===== src/rtl/cte_stream_host.sv =====
`timescale 1ns/1ps
// cte_fifo: small prefetch FIFO with registered storage; the head is read straight from storage.
// Latency: a pushed word is visible at the head on the next cycle.
// Backpressure: none internally; the caller must not push when full unless it pops in the same cycle.
module cte_fifo #(
    parameter int W     = 24,
    parameter int DEPTH = 2
) (
    input  logic                       clk,
    input  logic                       reset,
    input  logic                       clr,
    input  logic                       push_vld,
    input  logic [W-1:0]               push_dat,
    input  logic                       pop,
    output logic [W-1:0]               head_dat,
    output logic [$clog2(DEPTH+1)-1:0] count
);
    localparam int PW = (DEPTH > 1) ? $clog2(DEPTH) : 1;

    logic [W-1:0]  mem [DEPTH];
    logic [PW-1:0] wr_ptr;
    logic [PW-1:0] rd_ptr;

    function automatic logic [PW-1:0] ptr_inc(input logic [PW-1:0] p);
        return (p == PW'(DEPTH - 1)) ? '0 : p + 1'b1;
    endfunction

    // Storage, pointers and occupancy; push and pop in the same cycle leave the count unchanged.
    always_ff @(posedge clk or negedge reset) begin
        if (!reset) begin
            wr_ptr <= '0;
            rd_ptr <= '0;
            count  <= '0;
            for (int i = 0; i < DEPTH; i++) mem[i] <= '0;
        end else if (clr) begin
            wr_ptr <= '0;
            rd_ptr <= '0;
            count  <= '0;
        end else begin
            if (push_vld) begin
                mem[wr_ptr] <= push_dat;
                wr_ptr      <= ptr_inc(wr_ptr);
            end
            if (pop) rd_ptr <= ptr_inc(rd_ptr);
            if (push_vld && !pop)      count <= count + 1'b1;
            else if (!push_vld && pop) count <= count - 1'b1;
        end
    end

    assign head_dat = mem[rd_ptr];
endmodule

// cte_stream_host: per job fetches source words, streams them into the CTE and writes CTE results out.
// Latency: src word can reach cte_in_en 2 cycles after its src_rd; results are written 1 cycle after out_valid.
// Backpressure: cte_busy stalls cte_in_en; the 2-entry prefetch FIFO throttles src_rd; results are never stalled.
module cte_stream_host #(
    parameter int ADDR_W  = 16,
    parameter int TIMEOUT = 1023
) (
    input  logic              clk,
    input  logic              reset,
    input  logic              start,
    input  logic              mode,
    input  logic [ADDR_W-1:0] num_pairs,
    output logic              host_busy,
    output logic              done,
    output logic              err_timeout,
    output logic              src_rd,
    output logic [ADDR_W+1:0] src_addr,
    input  logic [23:0]       src_data,
    output logic              dst_wr,
    output logic [ADDR_W+1:0] dst_addr,
    output logic [23:0]       dst_data,
    output logic              cte_op_mode,
    output logic              cte_in_en,
    output logic [7:0]        cte_yuv_in,
    output logic [23:0]       cte_rgb_in,
    input  logic              cte_busy,
    input  logic              cte_out_valid,
    input  logic [23:0]       cte_rgb_out,
    input  logic [7:0]        cte_yuv_out
);
    localparam int CW = ADDR_W + 2;
    localparam int IW = $clog2(TIMEOUT + 1);

    typedef enum logic [1:0] {S_IDLE, S_RUN, S_DRAIN, S_DONE} state_t;

    state_t        state;
    state_t        next_state;
    logic          op_mode;
    logic [CW-1:0] in_total;
    logic [CW-1:0] out_total;
    logic [CW-1:0] fetch_cnt;
    logic [CW-1:0] in_cnt;
    logic [CW-1:0] out_cnt;
    logic [IW-1:0] idle_cnt;
    logic          rd_pend;
    logic [1:0]    fifo_cnt;
    logic [23:0]   fifo_head;
    logic          job_go;
    logic          cap;
    logic          timed_out;
    logic          active;
    logic          abort;
    logic [CW-1:0] pairs_x2;
    logic [CW-1:0] pairs_x4;

    // Counters are two bits wider than num_pairs so 4*num_pairs never wraps.
    assign pairs_x2  = {1'b0, num_pairs, 1'b0};
    assign pairs_x4  = {num_pairs, 2'b00};
    assign job_go    = (state == S_IDLE) && start;
    assign active    = (state == S_RUN) || (state == S_DRAIN);
    assign timed_out = (idle_cnt == IW'(TIMEOUT));
    // A DRAIN that completes on the same cycle the timer expires is treated as a clean finish.
    assign abort     = active && timed_out && !((state == S_DRAIN) && (out_cnt == out_total));

    // Only registered state and cte_busy feed the CTE strobe.
    assign cte_in_en = (state == S_RUN) && (fifo_cnt != 2'd0) && !cte_busy;
    // Reads in flight count against FIFO space so a returning word always has a slot.
    assign src_rd    = (state == S_RUN) && (fetch_cnt < in_total) &&
                       ((fifo_cnt + {1'b0, rd_pend}) < 2'd2);
    assign src_addr  = fetch_cnt;
    assign cap       = active && cte_out_valid && (out_cnt < out_total);

    assign cte_op_mode = op_mode;
    assign cte_yuv_in  = fifo_head[7:0];
    assign cte_rgb_in  = fifo_head;

    cte_fifo #(.W(24), .DEPTH(2)) u_fifo (
        .clk      (clk),
        .reset    (reset),
        .clr      (job_go),
        .push_vld (rd_pend),
        .push_dat (src_data),
        .pop      (cte_in_en),
        .head_dat (fifo_head),
        .count    (fifo_cnt)
    );

    // Job sequencing: run until all inputs issued, drain until all results captured, or abort on timeout.
    always_comb begin
        next_state = state;
        case (state)
            S_IDLE:  if (start) next_state = (num_pairs == '0) ? S_DONE : S_RUN;
            S_RUN:   if (timed_out) next_state = S_DONE;
                     else if (in_cnt == in_total) next_state = S_DRAIN;
            S_DRAIN: if ((out_cnt == out_total) || timed_out) next_state = S_DONE;
            S_DONE:  next_state = S_IDLE;
            default: next_state = S_IDLE;
        endcase
    end

    // State register.
    always_ff @(posedge clk or negedge reset) begin
        if (!reset) state <= S_IDLE;
        else        state <= next_state;
    end

    // Job parameters, progress counters, progress watchdog and the sticky abort flag.
    always_ff @(posedge clk or negedge reset) begin
        if (!reset) begin
            op_mode     <= 1'b0;
            in_total    <= '0;
            out_total   <= '0;
            fetch_cnt   <= '0;
            in_cnt      <= '0;
            out_cnt     <= '0;
            idle_cnt    <= '0;
            err_timeout <= 1'b0;
            rd_pend     <= 1'b0;
        end else begin
            rd_pend <= src_rd;
            if (job_go) begin
                op_mode     <= mode;
                in_total    <= mode ? pairs_x2 : pairs_x4;
                out_total   <= mode ? pairs_x4 : pairs_x2;
                fetch_cnt   <= '0;
                in_cnt      <= '0;
                out_cnt     <= '0;
                idle_cnt    <= '0;
                err_timeout <= 1'b0;
            end else begin
                if (src_rd)    fetch_cnt <= fetch_cnt + 1'b1;
                if (cte_in_en) in_cnt    <= in_cnt + 1'b1;
                if (cap)       out_cnt   <= out_cnt + 1'b1;
                if (cte_in_en || cap)          idle_cnt <= '0;
                else if (active && !timed_out) idle_cnt <= idle_cnt + 1'b1;
                if (abort) err_timeout <= 1'b1;
            end
        end
    end

    // Registered host status and result-memory write port.
    always_ff @(posedge clk or negedge reset) begin
        if (!reset) begin
            host_busy <= 1'b0;
            done      <= 1'b0;
            dst_wr    <= 1'b0;
            dst_addr  <= '0;
            dst_data  <= '0;
        end else begin
            host_busy <= (next_state != S_IDLE) || (state == S_DONE);
            done      <= (state == S_DONE);
            dst_wr    <= cap;
            if (cap) begin
                dst_addr <= out_cnt;
                dst_data <= op_mode ? {16'b0, cte_yuv_out} : cte_rgb_out;
            end
        end
    end
endmodule


===== config.mk =====
export PLATFORM = sky130hd
export DESIGN_NAME = cte_stream_host
export DESIGN_NICKNAME = d
export VERILOG_FILES = /design/src/rtl/cte_stream_host.sv
export SDC_FILE = /design/constraint.sdc
export NUM_CORES = 1
export LEC_CHECK = 0
export ABC_AREA = 1
export BUFFER_PORTS_ARGS = -buffer_cell sky130_fd_sc_hd__buf_2
export CAP_MARGIN = 0
export CORE_UTILIZATION = 55
export DETAILED_ROUTE_END_ITERATION = 8
export HOLD_SLACK_MARGIN = 0.05
export PLACE_DENSITY = 0.78
export SLEW_MARGIN = 40
export SYNTH_ARGS = -nofsm -noshare
export SYNTH_HDL_FRONTEND = slang
export SYNTH_SLANG_ARGS = --single-unit

===== constraint.sdc =====
create_clock -name clk -period 3.4 [get_ports clk]
set_input_delay 0.68 -clock clk [delete_from_list [all_inputs] [get_ports clk]]
set_output_delay 0.68 -clock clk [all_outputs]
set_load 0.03 [all_outputs]

==> summary by stage, run 1 <==
Setup path
The data arrival time at the worst-slack endpoint is 2.22 ns. At the worst endpoint, the required time is 2.72 ns. The cell with the biggest individual delay on the critical path is sky130_fd_sc_hd__dfrtp_1. The critical path goes through ha_1 > a21o_1 > nor2_1 > nand2_1 > a21oi_2 > nand3_1 > nor2_4 > buf_2. The critical path is of the reg -> out type.

The delay of the slowest critical-path stage is 0.48 ns. The worst register-to-register path ends at dst_data[12]$_DFFE_PN0P_. STA classifies the critical path startpoint as a flop. Counting cells, the worst reg-to-reg path comes to 11.

The largest fanout of any net on the critical path is 7. The worst setup path is captured at an output port. The worst setup slack for register-to-register paths is 0.76 ns. The launch point of the worst reg-to-reg path is out_cnt[4]$_DFFE_PN0P_.

Layout
The repair_antennas step left the layout with diodes totalling 0. The final core area utilization is 0.6422. The sequential cells in the finished layout cover a total of 5005 sq um. The finished cells cover 12500 sq um. The multi-input gate area in the final layout is 5027 sq um. The number of standard cells in the final layout excluding fillers is 1831. The layout has 1721 filler cells. The final-stage net count is 1673.

The proportion of layout cells with a drive suffix above 1 is 0.1571. Relative to the synthesized area, the layout overhead comes to 14.78%.

Power
Of the total power, the share spent switching nets is 0.4455. The share of total power dissipated in sequential elements is 0.382. The net load switching power is 4.201 mW. The maximum VDD drop is 0.4465 mV. The clock network power share is 0.204.

The cell-internal power is 5.228 mW. The leakage power is 6.804 nW. The areal power density over the cells is 754.4 nW/um^2. The relative contribution of combinational cells to total power is 0.413.

Clocking
The clock-pin slew on the worst setup and hold paths is 0.08 ns. The TritonCTS clock tree is built. The maximum level of the CTS H-tree is 4. For this design, the sink count on the clock tree is 200. Gates resized during post-CTS repair numbered 0. The clock root buffer is sky130_fd_sc_hd__clkbuf_16. The number of setup buffers added after CTS is 0.

For the worst-skew pair, the clock arrives at the later sink with an insertion delay of 0.44 ns. Counting along the longest clock path gives a buffer depth of 2. The number of clock buffers inserted by TritonCTS is 17.

The total of hold buffers inserted after clock tree synthesis is 0.

Synth
The area fraction of the dominant cell type after synthesis is 0.4596. Measured against the total synthesized area, the mux share comes to 0. Of the total synthesized cell area, the portion taken by AND, OR, NAND and NOR gates is 0.2959. For this run, the number of Yosys warnings is 0. After synthesis, the largest family of logic cells by area is simple AND/OR/NAND/NOR gates. By area the synthesized netlist is led by sky130_fd_sc_hd__dfrtp_1 (46%), sky130_fd_sc_hd__nand2_1 (16%), sky130_fd_sc_hd__nand3_1 (5.0%).

Of the total synthesized cell area, the portion taken by XOR and XNOR cells is 0.03378. The complex-gate fraction of the synthesized area is 0.08262. The dominant cell type by area after synthesis is sky130_fd_sc_hd__dfrtp_1. The number of distinct library cell variants in the gate-level netlist after synthesis is 48. Counting every instance in the synthesized netlist gives 1406. The net count of the mapped netlist is 1526. The number of register bits inferred by synthesis is 200. The share of synthesized cell area in full adder, half adder and majority cells is 0.04826. The mapped netlist covers 10890 sq um. The share of the Yosys chip area taken by registers is 0.4596.

The mean area per synthesized cell is 7.745 sq um.

STA
At the pin with the least slew margin, the transition time is 0.7255 ns. Setup repair after global routing left no endpoint under its margin. The final count of negative-setup-slack endpoints is 0.

Counting I/O delays and the setup requirement, the final critical path takes 2.898 ns. The accumulated negative setup slack is 0 ns. The worst slew slack as a fraction of its limit is 0.5119. The final period utilization is 0.8523. Across the routed clock network, the largest skew measured is 0.01610 ns. Timing would allow up to 0.3451 GHz. The hold violation count in the final report is 0. The number of pins exceeding their max-slew limit in the final report was 0.

GRT
The via count of the first global-routing pass came to 8407. Entering global routing, the biggest net connects 79 pins. The remaining global-route overflow is 0.

The initial antenna violation count is 0. The first global-routing pass estimated 42090 um of wire. The total global routing track utilization is 0.2618.

Drt
After detailed routing, the number of vias per cell comes to 5.325. The routed layout has 9750 vias. The DRC marker count from the first detailed-route iteration is 725. The number of search-and-repair iterations in the first detailed-routing pass is 5.

The remaining antenna violation count after routing is 0. In the final routed layout, each cell accounts on average for 14.27 um. For this run, design rule violations remaining after detail routing come to 0. The sum of routed wire length over all layers is 26140 um.

Placed design
The wire-length estimate of the detail-placed layout is 18430 um. The number of I/O port buffers is 176. The global placer's final weighted congestion is 0.9352. The post-placement cell count is 1799.

The cell area after placement is 11940 sq um.

Die
The core region is 19460 sq um. The floorplan step set the die height to 142.7 um. The die covers 20360 sq um.

The initial utilization of the core area, before any placement, comes to 0.5595. The number of top-level design ports is 177. The x dimension of the die is 142.7 um. The row count is 51.

Min path
The worst hold path belongs to the class in -> async.

Outcome
The flow ran to the end, and the final reports show no timing, DRC or antenna violations.

Flow run
Max-cap violations in this run came to 0.
==> area by class of cell <==
cell class,instances,area share
clock inverter,12,0.008910
timing repair buffer,190,0.08159
tap,265,0.02653
inverter,148,0.04455
sequential,200,0.4004
clock buffer,20,0.03574
multi-input combinational,996,0.4022
==> layer usage <==
metal | global-route usage | routed length [um] | up-vias
li1 | - | - | 4825
met1 | 0.3948 | 12400 | 4514
met2 | 0.3854 | 11470 | 374
met3 | 0.04594 | 1864 | 37
met4 | 0.07074 | 402 | 0
met5 | 0 | 0 | -
==> cell usage in the layout (no fill, tap or decap), types with 3 or more instances in the layout <==
cell	synthesis	final
sky130_fd_sc_hd__nand2_1	460	459
sky130_fd_sc_hd__dfrtp_1	200	200
sky130_fd_sc_hd__clkbuf_16	0	17
sky130_fd_sc_hd__nand4_1	20	20
sky130_fd_sc_hd__ha_1	42	42
sky130_fd_sc_hd__nor3_1	21	21
sky130_fd_sc_hd__buf_2	12	175
sky130_fd_sc_hd__xor2_1	36	36
sky130_fd_sc_hd__nand3_1	108	108
sky130_fd_sc_hd__clkinv_4	0	3
sky130_fd_sc_hd__a31oi_1	23	23
sky130_fd_sc_hd__nor2_1	93	93
sky130_fd_sc_hd__inv_2	4	4
sky130_fd_sc_hd__inv_6	0	4
sky130_fd_sc_hd__a211oi_1	3	3
sky130_fd_sc_hd__o21ai_0	100	100
sky130_fd_sc_hd__nand3b_1	20	20
sky130_fd_sc_hd__nand3_2	3	3
sky130_fd_sc_hd__o221ai_1	3	3
sky130_fd_sc_hd__nand2_4	2	3
sky130_fd_sc_hd__clkinv_1	3	3
sky130_fd_sc_hd__buf_4	11	12
sky130_fd_sc_hd__inv_1	140	140
sky130_fd_sc_hd__clkinv_2	1	3
sky130_fd_sc_hd__a21oi_1	27	27
sky130_fd_sc_hd__xnor2_1	6	6
==> critical path: cells and delay by family (launching register included) <==
kind	cells	cell delay, ns
buf+inv	1	0.20
compound gates	2	0.34
simple gates	4	0.41
flops	1	0.48
fa+ha+maj	1	0.34
==> metrics by stage <==
stage                     worst slack, ns  hold slack [ns]  total power [mW]
after global placement             0.8561           0.4578             7.440
final                              0.5023           0.2621             9.429
after CTS                          0.4824           0.2916             9.465
after global routing               0.3401           0.3064             10.10
after detailed placement           0.8190           0.4597             7.532
after floorplan                    0.8485           0.3844             6.468
==> cells in the mapped netlist, drive strengths merged <==
cell,count
o22ai,2
o21ai,101
nor3,24
o221ai,3
clkinv,4
nand3b,20
a22oi,1
a21oi,28
xor2,36
a211oi,3
inv,144
nand2,464
dfrtp,200
nand4,22
nor2b,1
buf,30
a31oi,23
nor2,96
nand3,111
nor3b,1
and2,1
or2,2
clkbuf,32
o211ai,2
ha,42
nor4,3
o31ai,1
nand2b,1
a21o,2
xnor2,6
==> worst max-delay path by stage <==
stage	from	end	slack, ns	depth (start not counted)
floorplan	src_addr[9]$_DFFE_PN0P_	src_rd	0.85	8
global placement	out_cnt[4]$_DFFE_PN0P_	dst_data[9]$_DFFE_PN0P_	0.86	10
detailed placement	out_cnt[9]$_DFFE_PN0P_	dst_data[12]$_DFFE_PN0P_	0.82	9
CTS	src_addr[13]$_DFFE_PN0P_	src_rd	0.48	9
global route	src_addr[13]$_DFFE_PN0P_	src_rd	0.34	11
finish	src_addr[9]$_DFFE_PN0P_	src_rd	0.50	8
==> sequential cells by signal (all words and copies together) (netlist names), 10 cells and up <==
register    flops
in_cnt         18
out_total      17
out_cnt        18
in_total       17
idle_cnt       10
dst_data       24
src_addr       18
dst_addr       18
u_fifo.mem     48
==> power groups by stage <==
stage	Sequential [mW]	Clock, mW	Combinational (mW)
6_report	3.61	1.93	3.90
2_1_floorplan	3.83	0	2.64
3_5_place_dp	3.64	0	3.90
5_1_grt	3.69	2.05	4.36
4_1_cts	3.60	1.96	3.91
3_3_place_gp	3.62	0	3.82
==> logic make-up after synthesis <==
logic type,Yosys count
AND/OR/NAND/NOR,746
AO/OA/AOI/OAI,166
XOR/XNOR,42
buffers and inverters,210
flip-flops,200
adder cells (fa/ha/maj),42
(Power assumes the default switching activity.)
==> inputs of run 2 (changes only) <==
--- a/config.mk
+++ b/config.mk
@@ -12,7 +12,6 @@
 export DETAILED_ROUTE_END_ITERATION = 8
 export HOLD_SLACK_MARGIN = 0.05
 export PLACE_DENSITY = 0.78
-export SLEW_MARGIN = 40
 export SYNTH_ARGS = -nofsm -noshare
 export SYNTH_HDL_FRONTEND = slang
 export SYNTH_SLANG_ARGS = --single-unit
==> constraint.sdc (replaced) <==
create_clock -name clk -period 2.95 [get_ports clk]
set_input_delay 0.59 -clock clk [delete_from_list [all_inputs] [get_ports clk]]
set_output_delay 0.59 -clock clk [all_outputs]
set_load 0.03 [all_outputs]
==> summary by stage, run 2 (synthesis gave the netlist of run 1 again) <==
GRT
The global-route track usage on met1 is 0.3964 (+0.001563). The initial antenna violation count is 0 (unchanged). The met2 track demand over resource in global routing is 0.4136 (+0.02812). The maximum number of pins on one net before global-route repair is 107 (+35%). The global-route wire length before repair was 43750 um (+3.9%). The peak-usage layer in the global routing report is met2. The remaining global-route overflow is 0 (unchanged).

The met3 global-route usage is 0.05097 (+0.005030). The total global routing track utilization is 0.2718 (+0.009927). The via count of the first global-routing pass was 8710 (+3.6%).

Drt
The number of remaining DRC errors is 0 (unchanged). The via count came to 9858 (+1.1%). The detail-routed via count per cell came to 5.387 (+1.2%). The number of search-and-repair iterations in the first detailed-routing pass came to 7 (+2). The remaining antenna violation count after routing is 0 (unchanged). The sum of routed wire length over all layers is 27030 um (+3.4%). The routed length per instance is 14.77 um (+3.5%). The DRC marker count from the first detailed-route iteration is 761 (+5.0%).

Power
The areal power density over the cells came to 886.8 nW/um^2 (+18%). The total power came to 11.17 mW (+18%). The maximum VDD drop was 0.5341 mV (+20%). The leakage power was 6.850 nW (+0.68%).

Clocking
The number of buffers inserted by post-CTS setup repair came to 0 (unchanged). The maximum level of the CTS H-tree was 4 (unchanged). The maximum buffer depth of the clock tree is 2 (unchanged). The number of sinks on the clock net is 200 (unchanged). The number of instances resized during post-cts repair is 0 (unchanged). The number of clock buffers inserted by TritonCTS is 17 (unchanged). The clock-pin slew on the worst setup and hold paths is 0.08 ns (about the same).

The source-to-sink clock delay at the later pin of the worst-skew pair came to 0.44 ns (about the same). The total of hold buffers inserted after clock tree synthesis was 0 (unchanged). TritonCTS built the clock tree.

The clock root buffer is sky130_fd_sc_hd__clkbuf_16.

Setup path
The worst setup path is captured at an output port. The data arrival time at the worst-slack endpoint is 2.22 ns (about the same). In this run the worst setup path terminates at src_rd. STA classifies the critical path startpoint as a flop.

The startpoint-to-endpoint class of the critical path is reg -> out. The largest fanout of any net on the critical path was 7 (unchanged). The critical path required time is 2.36 ns (-0.36 ns). The endpoint identified for the worst register-to-register timing path is dst_data[15]$_DFFE_PN0P_.

The worst setup slack for register-to-register paths is 0.54 ns (-0.22 ns). The launching instance or port of the critical path is src_addr[12]$_DFFE_PN0P_. The logic depth of the worst register-to-register path is 9 (-2).

The startpoint identified for the worst register-to-register timing path is state[0]$_DFF_PN0_.

STA
The achievable clock frequency is 0.3554 GHz. The time the worst path needs with I/O delays and setup is 2.814 ns. The hold violation count in the final report was 0 (unchanged).

The accumulated negative setup slack is 0 ns (unchanged). The transition time at the pin with the least slew margin came to 0.7797 ns (+0.05425 ns). The worst slew slack as a fraction of its limit is 0.4754 (-0.03650).

Setup repair after global routing left no endpoint under its margin. The worst clock skew is 0.01155 ns (-0.004548 ns). The final worst-path setup slack is 0.1361 ns (-0.3663 ns). The number of pins exceeding their max-slew limit in the final report is 0 (unchanged).

In the finished design, the share of the clock period the worst path needs comes to 0.9539. The final count of negative-setup-slack endpoints is 0 (unchanged).

Layout
Leaving out fill and tap cells, the most frequent cell in the layout is sky130_fd_sc_hd__nand2_1. The area added between synthesis and finish is 15.66%. The final core area utilization came to 0.6471 (+0.004950). The multi-input gate area in the final layout is 5027 sq um (unchanged). The total of fill cells in the finished design is 1669 (-3.0%). The area occupied by registers is 5005 sq um (unchanged). The number of antenna repair diodes came to 0 (unchanged). Leaving out fill and tap cells, the most frequent cells in the layout are sky130_fd_sc_hd__nand2_1 (459), sky130_fd_sc_hd__dfrtp_1 (200), sky130_fd_sc_hd__buf_2 (175).

The final-stage net count was 1673 (unchanged). The proportion of layout cells with a drive suffix above 1 is 0.1578 (+0.0007394). The register with the highest flop count is u_fifo.mem. The largest registers in the layout are u_fifo.mem (48), dst_data (24). The flip-flop count of the largest register, all copies and words added is 48 (unchanged).

Placed design
The global placer's final weighted congestion was 0.9349 (about the same). The detailed placer's ending HPWL is 19150 um (+3.9%). The number of I/O port buffers is 176 (unchanged). The worst setup timing slack at the placement stage is 0.5771 ns (-0.2419 ns).

Min path
The worst hold path belongs to the class in -> async.

Outcome
The run finished with clean final reports.

Die
The x dimension of the die is 142.7 um (unchanged). The initial core utilization came to 0.5595 (unchanged). The core box area is 19460 sq um (unchanged). The row count came to 51 (unchanged).

The number of top-level design ports is 177 (unchanged). The die area was 20360 sq um (unchanged). The die outline height is 142.7 um (unchanged).

Flow run
The count of maximum capacitance violations came to 0 (unchanged).
==> run 2: per-stage QoR <==
stage / hold WS (ns) / cell area, sq um / instances
2_1_floorplan: 0.2944 / 10890 / 1406
3_3_place_gp: 0.4579 / 11990 / 1799
3_5_place_dp: 0.4618 / 11990 / 1799
4_1_cts: 0.1432 / 12590 / 1830
5_1_grt: 0.1631 / 12590 / 1830
6_report: 0.1308 / 12590 / 1830
==> run 2: worst min-delay path by stage <==
stage	to	slack, ns	cells past startpoint
finish	dst_data[1]$_DFFE_PN0P_	0.13	1
global placement	dst_data[2]$_DFFE_PN0P_	0.46	2
floorplan	cte_op_mode$_DFFE_PN0P_	0.29	0
detailed placement	dst_data[2]$_DFFE_PN0P_	0.46	2
global route	dst_data[1]$_DFFE_PN0P_	0.16	1
CTS	dst_data[1]$_DFFE_PN0P_	0.14	1
==> run 2: critical path: stages (launching register included) <==
cell	delay [ns]
sky130_fd_sc_hd__dfrtp_1	0.48
sky130_fd_sc_hd__ha_1	0.34
sky130_fd_sc_hd__nand2_1	0.06
sky130_fd_sc_hd__inv_1	0.05
sky130_fd_sc_hd__nand2_1	0.06
sky130_fd_sc_hd__nand2_1	0.05
sky130_fd_sc_hd__nand2_1	0.06
sky130_fd_sc_hd__nand3_1	0.09
sky130_fd_sc_hd__a21oi_2	0.15
sky130_fd_sc_hd__nand3_1	0.12
sky130_fd_sc_hd__nor2_4	0.12
sky130_fd_sc_hd__buf_2	0.21
==> run 2: layout make-up <==
class	instances	area share
sequential	200	0.3974
inverter	148	0.04421
multi-input combinational	996	0.3992
tap	265	0.02633
timing repair buffer	190	0.08494
clock inverter	12	0.01202
clock buffer	19	0.03596
==> run 2: where the power goes <==
group          total [mW]  internal [mW]  switching (mW)
Sequential           4.16           3.57           0.594
Clock                2.43           1.32            1.11
Combinational        4.58           1.37            3.21
Total                11.2           6.26            4.91
==> run 2: per-layer routing <==
layer	up-vias	wire length, um
met5	-	0
met4	0	403
met1	4607	12550
met3	30	2055
li1	4816	-
met2	405	12020
==> inputs of run 3 (changes only) <==
--- a/config.mk
+++ b/config.mk
@@ -8,10 +8,10 @@
 export ABC_AREA = 1
 export BUFFER_PORTS_ARGS = -buffer_cell sky130_fd_sc_hd__buf_2
 export CAP_MARGIN = 0
-export CORE_UTILIZATION = 55
+export CORE_UTILIZATION = 40
 export DETAILED_ROUTE_END_ITERATION = 8
 export HOLD_SLACK_MARGIN = 0.05
-export PLACE_DENSITY = 0.78
+export PLACE_DENSITY = 0.6
 export SYNTH_ARGS = -nofsm -noshare
 export SYNTH_HDL_FRONTEND = slang
 export SYNTH_SLANG_ARGS = --single-unit
==> summary by stage, run 3 (synthesis gave the netlist of run 1 again) <==
Layout
In the final layout, the registers with the most flip-flops are u_fifo.mem (48), dst_data (24). The flip-flop count of the largest register, all copies and words added is 48 (unchanged). The final-stage net count is 1676 (+0.18%). In the layout the commonest cells are sky130_fd_sc_hd__nand2_1 (459), sky130_fd_sc_hd__dfrtp_1 (196), sky130_fd_sc_hd__buf_2 (174). The number of standard cells in the final layout excluding fillers is 1910 (+4.4%). The multi-input gate area in the final layout came to 5032 sq um (about the same). The number of antenna repair diodes is 0 (unchanged). The final core area utilization was 0.4737 (-0.1734).

Compared with the post-synthesis result, the final layout area differs by 16.59%. The register with the highest flop count is u_fifo.mem. The total of fill cells in the finished design is 2725 (+63%). The proportion of layout cells with a drive suffix above 1 is 0.1632 (+0.005334). The most common library cell in the layout ignoring fill and taps is sky130_fd_sc_hd__nand2_1. The area occupied by registers is 5010 sq um (about the same).

Drt
The number of remaining DRC errors was 0 (unchanged). The remaining antenna violation count after routing is 0 (unchanged). The DRC marker count from the first detailed-route iteration is 601 (-21%).

The sum of routed wire length over all layers was 28520 um (+5.5%). The routed length per instance is 14.93 um (+1.1%). The number of search-and-repair iterations in the first detailed-routing pass came to 8 (+1). The detail-routed via count per cell is 4.983 (-7.5%).

The via count came to 9518 (-3.4%).

Power
The areal power density over the cells is 873.4 nW/um^2 (-1.5%). The leakage power is 6.844 nW (about the same). The maximum VDD drop came to 0.5065 mV (-5.2%).

Placed design
The worst setup timing slack at the placement stage came to 0.5760 ns (-0.001142 ns). The global placer's final weighted congestion is 0.8513 (-8.9%). The number of I/O port buffers is 176 (unchanged). The post-placement cell count is 1874 (+4.2%). The detailed placer's ending HPWL is 20340 um (+6.2%).

Clocking
The number of clock buffers inserted by TritonCTS was 17 (unchanged). The maximum level of the CTS H-tree is 4 (unchanged). The number of sinks on the clock net is 200 (unchanged). The source-to-sink clock delay at the later pin of the worst-skew pair is 0.44 ns (about the same). The maximum buffer depth of the clock tree came to 2 (unchanged). TritonCTS built the clock tree. The clock-pin slew on the worst setup and hold paths is 0.08 ns (about the same). The clock root buffer is sky130_fd_sc_hd__clkbuf_16.

The total of hold buffers inserted after clock tree synthesis came to 0 (unchanged).

STA
The final count of negative-setup-slack endpoints came to 0 (unchanged). The achievable clock frequency is 0.3586 GHz (+0.92%). The final period utilization came to 0.9452 (-0.008667).

The final worst-path setup slack is 0.1616 ns (+0.02557 ns). The number of pins exceeding their max-slew limit in the final report is 0 (unchanged). The time the worst path needs with I/O delays and setup is 2.788 ns (-0.02557 ns). The worst slew slack as a fraction of its limit is 0.4658 (-0.009534). The worst clock skew is 0.01998 ns (+0.008436 ns). The worst hold slack across all endpoints came to 0.1179 ns (-0.01282 ns).

The accumulated negative setup slack is 0 ns (unchanged). The transition time at the pin with the least slew margin is 0.7939 ns (+0.01417 ns). The hold violation count in the final report was 0 (unchanged).

Setup path
The data arrival time at the worst-slack endpoint is 2.20 ns (-0.02 ns). The setup path with the least slack is of type reg -> out. The worst setup path is captured at an output port. The cell with the biggest individual delay on the critical path is sky130_fd_sc_hd__dfrtp_1.

The signal on the critical path passes through ha_1 > a21o_1 > nor2_1 > nand2_1 > a21oi_2 > nand3_2 > nor2_4 > clkbuf_4. The largest fanout of any net on the critical path is 7 (unchanged). The startpoint type of the worst setup path is a flop.

The critical path required time is 2.36 ns (about the same). The delay of the slowest critical-path stage is 0.47 ns (about the same).

Die
The core box area is 26800 sq um (+38%). The number of top-level design ports is 177 (unchanged). The die outline height was 167.0 um (+17%).

The initial core utilization is 0.4063 (-0.1532). The row count was 60 (+18%). The die area is 27890 sq um (+37%). The x dimension of the die is 167.0 um (+17%).

GRT
The met3 global-route usage is 0.03303 (-0.01794). The global-route wire length before repair came to 47470 um (+8.5%). The initial antenna violation count is 0 (unchanged). The global-route track usage on met1 is 0.3092 (-0.08719). The remaining global-route overflow is 0 (unchanged). The peak-usage layer in the global routing report is met2. The maximum number of pins on one net before global-route repair came to 107 (unchanged).

The met2 track demand over resource in global routing is 0.3225 (-0.09103). The total global routing track utilization is 0.2115 (-0.06024). The via count of the first global-routing pass is 9057 (+4.0%).

Min path
The type of the worst min-delay path is in -> async.

Outcome
The run finished with clean final reports.

Flow run
The count of maximum capacitance violations was 0 (unchanged).
run 3: cell count changes in the layout (fill, tap and decap cells not counted), sizes merged:
cell	change
buf	+2
clkbuf	-1
inv	-4
clkinvlp	+1
clkinv	+8
bufinv	-2
run 3: worst paths after layout:
path,from,endpoint,slack (ns),cells after the start
max,src_addr[9]$_DFFE_PN0P_,src_rd,0.16,8
min,reset,dst_data[13]$_DFFE_PN0P_,0.12,1
max reg2reg,out_cnt[13]$_DFFE_PN0P_,dst_data[18]$_DFFE_PN0P_,0.69,10
min reg2reg,dst_addr[4]$_DFFE_PN0P_,dst_addr[4]$_DFFE_PN0P_,0.48,2
max in group asynchronous,reset,src_addr[3]$_DFFE_PN0P_,2.12,2
min in group clk,cte_rgb_out[10],dst_data[10]$_DFFE_PN0P_,0.40,3
run 3: area by class of cell:
type	instances	area share
clock buffer	17	0.03351
timing repair buffer	193	0.08525
multi-input combinational	996	0.3964
inverter	148	0.04386
tap	341	0.03361
sequential	200	0.3946
clock inverter	15	0.01281
run 3: repair_timing:
| action | CTS | global route |
|---|---|---|
| setup buffers | 0 | 4 |
| gates resized for setup | 0 | 6 |
| setup endpoints to repair | 0 | 1 |
| hold endpoints to repair | 0 | 0 |
run 3: worst max-delay path, delay by kind of cell, from the launching register on:
family                   cells  cell delay [ns]
flip-flops                   1             0.47
AND/OR/NAND/NOR              4             0.40
adder cells (fa/ha/maj)      1             0.35
AO/OA/AOI/OAI                2             0.35
buffers and inverters        1             0.20
run 3: metal layers:
metal  vias up  wire length, um  part of all wire
li1       4815                -                 -
met4         0              330             0.012
met5         -                0                 0
met3        25             1235             0.043
met1      4451            14510              0.51
met2       227            12440              0.44
run 3: through the flow:
step                      area [sq um]  power [mW]
after floorplan                  10890       7.455
after global placement           12070       8.746
after detailed placement         12070       8.845
after CTS                        12650       11.21
after global routing             12700       11.94
final                            12700       11.09
run 3: where the power goes:
part           switching, mW  total (mW)  leakage [nW]  internal [mW]
logic                   3.27        4.62          3.98           1.35
clock network           1.20        2.34         0.281           1.14
registers              0.564        4.13          2.59           3.57
total                   5.04        11.1          6.84           6.05
